--- src/rtl/axis_byte_packer.sv ---
// axis_byte_packer
// Packs RATIO consecutive DATA_WIDTH-bit AXI-Stream beats into one wide beat
// with a tkeep lane mask. A tlast beat closes the current word early, so a
// word never spans two packets. Lane 0 holds the first beat of a word.
// RATIO is expected to be 2, 4 or 8.
module axis_byte_packer #(
  parameter int DATA_WIDTH = 8,
  parameter int RATIO      = 4
) (
  input  logic                          clk,
  input  logic                          reset,
  input  logic [DATA_WIDTH-1:0]         s_axis_tdata,
  input  logic                          s_axis_tvalid,
  output logic                          s_axis_tready,
  input  logic                          s_axis_tlast,
  output logic [DATA_WIDTH*RATIO-1:0]   m_axis_tdata,
  output logic [RATIO-1:0]              m_axis_tkeep,
  output logic                          m_axis_tvalid,
  input  logic                          m_axis_tready,
  output logic                          m_axis_tlast
);

  localparam int                IDX_W    = $clog2(RATIO);
  localparam logic [IDX_W-1:0]  LAST_IDX = IDX_W'(RATIO - 1);

  // Accumulator: lanes 0..RATIO-2 only; the top lane is never stored because
  // the beat that fills it always completes the word on the same edge.
  logic [RATIO-2:0][DATA_WIDTH-1:0] r_lanes;
  logic [IDX_W-1:0]                 r_idx;

  logic [DATA_WIDTH*RATIO-1:0]      r_m_data;
  logic [RATIO-1:0]                 r_m_keep;
  logic                             r_m_last;
  logic                             r_m_valid;

  logic                             w_s_ready;
  logic                             w_s_xfer;
  logic                             w_complete;
  logic [DATA_WIDTH*RATIO-1:0]      w_word;
  logic [RATIO-1:0]                 w_keep;

  // Input may advance when no word is pending or the pending one drains now.
  assign w_s_ready  = reset & (~r_m_valid | m_axis_tready);
  assign w_s_xfer   = s_axis_tvalid & w_s_ready;
  assign w_complete = w_s_xfer & ((r_idx == LAST_IDX) | s_axis_tlast);

  // Assemble the outgoing word: stored lanes below idx, incoming beat at idx,
  // zeros above idx; tkeep covers lanes 0..idx.
  always_comb begin
    // NOTE: every combinational output gets a default first so no path
    // through the block leaves it unassigned and infers a latch.
    w_word = '0;
    w_keep = '0;
    for (int i = 0; i < RATIO - 1; i++) begin
      if (IDX_W'(i) < r_idx) w_word[i*DATA_WIDTH +: DATA_WIDTH] = r_lanes[i];
    end
    for (int i = 0; i < RATIO; i++) begin
      if (IDX_W'(i) == r_idx) w_word[i*DATA_WIDTH +: DATA_WIDTH] = s_axis_tdata;
      w_keep[i] = (IDX_W'(i) <= r_idx);
    end
  end

  // Accumulator and lane index: store non-completing beats, wrap on completion.
  always_ff @(posedge clk or negedge reset) begin
    if (!reset) begin
      // NOTE: the lane storage is reset along with idx; it is only a few
      // registers, and it guarantees nothing from before reset is ever visible.
      r_lanes <= '0;
      r_idx   <= '0;
    end else if (w_s_xfer) begin
      // NOTE: sequential state uses non-blocking assignments so every register
      // samples pre-edge values regardless of statement order.
      for (int i = 0; i < RATIO - 1; i++) begin
        if (!w_complete && (r_idx == IDX_W'(i))) r_lanes[i] <= s_axis_tdata;
      end
      r_idx <= w_complete ? '0 : r_idx + 1'b1;
    end
  end

  // Output register: load a completed word, otherwise drop valid once drained.
  // A load can only happen when the slot is free or draining, so the held
  // word stays stable under backpressure.
  always_ff @(posedge clk or negedge reset) begin
    if (!reset) begin
      r_m_data  <= '0;
      r_m_keep  <= '0;
      r_m_last  <= 1'b0;
      r_m_valid <= 1'b0;
    end else if (w_complete) begin
      r_m_data  <= w_word;
      r_m_keep  <= w_keep;
      r_m_last  <= s_axis_tlast;
      r_m_valid <= 1'b1;
    end else if (m_axis_tready) begin
      r_m_valid <= 1'b0;
    end
  end

  assign s_axis_tready = w_s_ready;
  assign m_axis_tdata  = r_m_data;
  assign m_axis_tkeep  = r_m_keep;
  assign m_axis_tlast  = r_m_last;
  assign m_axis_tvalid = r_m_valid;

endmodule

--- config.mk ---
export PLATFORM = sky130hd
export DESIGN_NAME = axis_byte_packer
export DESIGN_NICKNAME = d
export VERILOG_FILES = /design/src/rtl/axis_byte_packer.sv
export SDC_FILE = /design/constraint.sdc
export NUM_CORES = 1
export LEC_CHECK = 0
export ABC_CLOCK_PERIOD_IN_PS = 2100
export BUFFER_PORTS_ARGS = -buffer_cell sky130_fd_sc_hd__clkbuf_2
export CAP_MARGIN = 20
export CORE_ASPECT_RATIO = 2
export CORE_MARGIN = 4
export CORE_UTILIZATION = 33
export CTS_CLUSTER_SIZE = 24
export DETAILED_ROUTE_END_ITERATION = 12
export GPL_TIMING_DRIVEN = 0
export HOLD_SLACK_MARGIN = 0.06
export PLACE_DENSITY = 0.6
export SETUP_SLACK_MARGIN = 0.1
export SYNTH_ARGS = -nofsm -noshare
export SYNTH_HDL_FRONTEND = slang
export SYNTH_SLANG_ARGS = --single-unit
--- constraint.sdc ---
create_clock -name clk -period 2.1 [get_ports clk]
set_input_delay 0 -clock clk [delete_from_list [all_inputs] [get_ports clk]]
set_output_delay 0 -clock clk [all_outputs]
set_load 0.01 [all_outputs]
==> metrics <==
row count 47; fin area 3560 um2; WS Path Type flop to flop; Max-Slew Margin vs Limit 64.50%; reg-to-reg critical path endpoint r_lanes[0]; synth warn 0; Sw Pwr 0.001194 W; Distinct cells, synth 25; final global-route overflow total 0; hold wc startpoint s_axis_tvalid; final hold vios 0; die area 10070 um2; worst hold path class input port to flop; H-Tree Depth 3; WL final 6152 um; Tcrit/Tclk final 88.06%; Gate power share 25.8%; Worst setup SP type flop; P&R area growth vs syn 27.75%; cell count after synthesis 196; Total Routing Usage GR 13.69%; worst-path fanout max 9; DRC 0; status finished clean; Seq/Total Area, Yosys 57.48%; share of the synthesized area in the top cell type 57.48%; Core Area 8233 um2; Placed Instance Area 3194 um2; Internal Dissipation 0.003066 W; placer's final routability congestion estimate 0.8097; register area 1602 um2; post-route ant nets 0; hold slack 82.20 ps; RR Startpoint r_idx[1]; vias per cell 4.876; vias in the first global route 1922; FF+latch count, synth 64; Antenna diodes 0; Post-DP HPWL 4480 um; FF-to-FF path depth 6; max-cap violations 0; largest net degree at the start of global routing 68; first-pass GRT wire length 10220 um; Net Count, Synth 214; Die X 72.98 um; Max clock buf depth 2; CTS Buf Count 9; Final #Nets 288; Post-Place Worst Slack -2.079 ps; via count 1814; share of cells above drive strength 1 48.54%; drt initial violations 119; Net Sw Frac 28.02%; WHS Endpoint m_axis_tkeep[1]; pwr dens 1197 nW/um2; antenna violations before repair 0; clock skew 4.637 ps; CP required 2310 ps; Setup crit end kind flop; RSZ-0062 raised after global routing false; Initial DRT Pass Iterations 4; hold path depth 4; initial core utilization 33.84%; clock slew at reported path FFs 50 ps; Pleak 1.724 nW; fmax 540.8 MHz; peak supply drop 0.4826 mV; final setup vio count 0; Tightest Pin Transition 531.5 ps; WL/cell 16.54 um; Synth Cell Area 2786 um2; max-slew violations 0; Worst EP arrival 2060 ps; number of fill cells 809; clock sinks 64; Flop pwr share 44.3%; Core Util, Final 43.24%; Clock Latency Late Sink 330 ps; clock power share 29.9%; Port Buffers 51; Die Y 138.0 um; largest cells by area after synthesis dfrtp_1, mux2_2, a22o_1, ha_1, o21ai_0; cell taking the most area after synthesis dfrtp_1; Fin Setup TNS 0 ps; multi-input logic area 1117 um2; CTS tree done; CTS Root Cell clkbuf_16; Ports 52; synthesized area per cell 14.22 um2; Period minus WS final 1849 ps; final worst slack 250.7 ps; r2r setup slk 250 ps
==> flip-flops by register name (all words and copies together), names as in the netlist <==
name,cells
r_lanes,24
m_axis_tdata,32
m_axis_tkeep,4
m_axis_tlast,1
r_idx,2
m_axis_tvalid,1
==> routing by layer <==
layer / GRT usage, % / vias to the layer above / routed length, um
met1: 15.42 / 903 / 2310
met2: 23.44 / 37 / 3435
met3: 3.048 / 13 / 206
li1: - / 861 / -
met5: 0 / - / 0
met4: 7.598 / 0 / 200
==> cell usage after synthesis, drive strengths merged <==
cell / n
dfrtp: 64
mux2: 56
a22o: 22
o21ai: 9
buf: 8
nand2: 6
ha: 5
inv: 4
and4: 3
nor2b: 3
and2: 2
clkbuf: 2
nand2b: 2
nand3: 2
nor2: 2
o31ai: 2
a21o: 1
and3: 1
nor3: 1
or3: 1
==> layout make-up <==
type	count	area share, %
plain buffers	10	1.722
clock buffers	14	6.854
clock inverters	1	0.1406
inverters	4	0.4218
multi-input cells	118	31.39
flip-flops and latches	64	44.99
well taps	98	3.445
repair buffers	63	11.04
==> critical path: stages (launching register included) <==
cell,delay (ps)
dfrtp_1,440
inv_1,130
ha_1,150
clkbuf_2,250
and4_1,220
buf_4,180
mux2_2,350
==> repair_timing <==
item                                    4_1_cts  5_1_grt
hold buffers                                  9        1
endpoints found under the setup margin        8       44
pin swaps                                     0        1
hold endpoints to repair                     93       64
setup buffers                                 0        1
gates resized for setup                       1        2
==> through the flow <==
stage | instances | total power, W
floorplan | 196 | 0.002578
global placement | 345 | 0.002959
detailed placement | 346 | 0.003016
CTS | 370 | 0.004322
global route | 372 | 0.004531
finish | 372 | 0.004260
==> placed cells by master, fill, tap and decap left out <==
cell	n
dfrtp_1	64
mux2_2	55
clkbuf_2	51
a22o_1	22
dlygate4sd3_1	10
o21ai_0	9
clkbuf_16	9
buf_4	6
clkbuf_1	6
nand2_1	5
ha_1	5
inv_1	4
and4_1	3
buf_2	3
nand2b_1	2
and2_1	2
nand3_1	2
o31ai_1	2
nor2_4	1
nor2b_4	1
nand2_2	1
or3_4	1
and3_1	1
nor2b_1	1
nor3_4	1
nor2b_2	1
mux2_1	1
a21o_1	1
nor2_1	1
clkinv_2	1
clkbuf_4	1
buf_16	1
==> worst max-delay path by stage <==
stage	startpoint	end	slack [ps]	cells past startpoint
floorplan	r_idx[1]	r_lanes[0]	350	6
global placement	reset	m_axis_tdata[15]	-710	5
detailed placement	r_idx[1]	r_lanes[0]	-2	6
CTS	r_idx[1]	m_axis_tdata[12]	150	5
global route	r_idx[1]	r_lanes[3]	130	6
finish	r_idx[1]	r_lanes[0]	250	6
==> cell families (layout without fill, tap and decap cells) <==
kind of cell | Yosys count | after routing | synth area share (%)
fa+ha+maj | 5 | 5 | 2.245
compound gates | 34 | 34 | 9.340
buf+inv | 14 | 92 | 2.694
mux | 56 | 56 | 22.63
flops | 64 | 64 | 57.48
simple gates | 23 | 23 | 5.613
==> power by group through the flow <==
stage	Combinational, W	Sequential, W	Clock [W]
after global placement	0.00108	0.00188	0
final	0.00110	0.00189	0.00127
after CTS	0.00112	0.00190	0.00130
after detailed placement	0.00110	0.00191	0
after floorplan	0.000624	0.00195	0
after global routing	0.00121	0.00195	0.00136
Note: power is estimated with default switching activity, not from simulation.
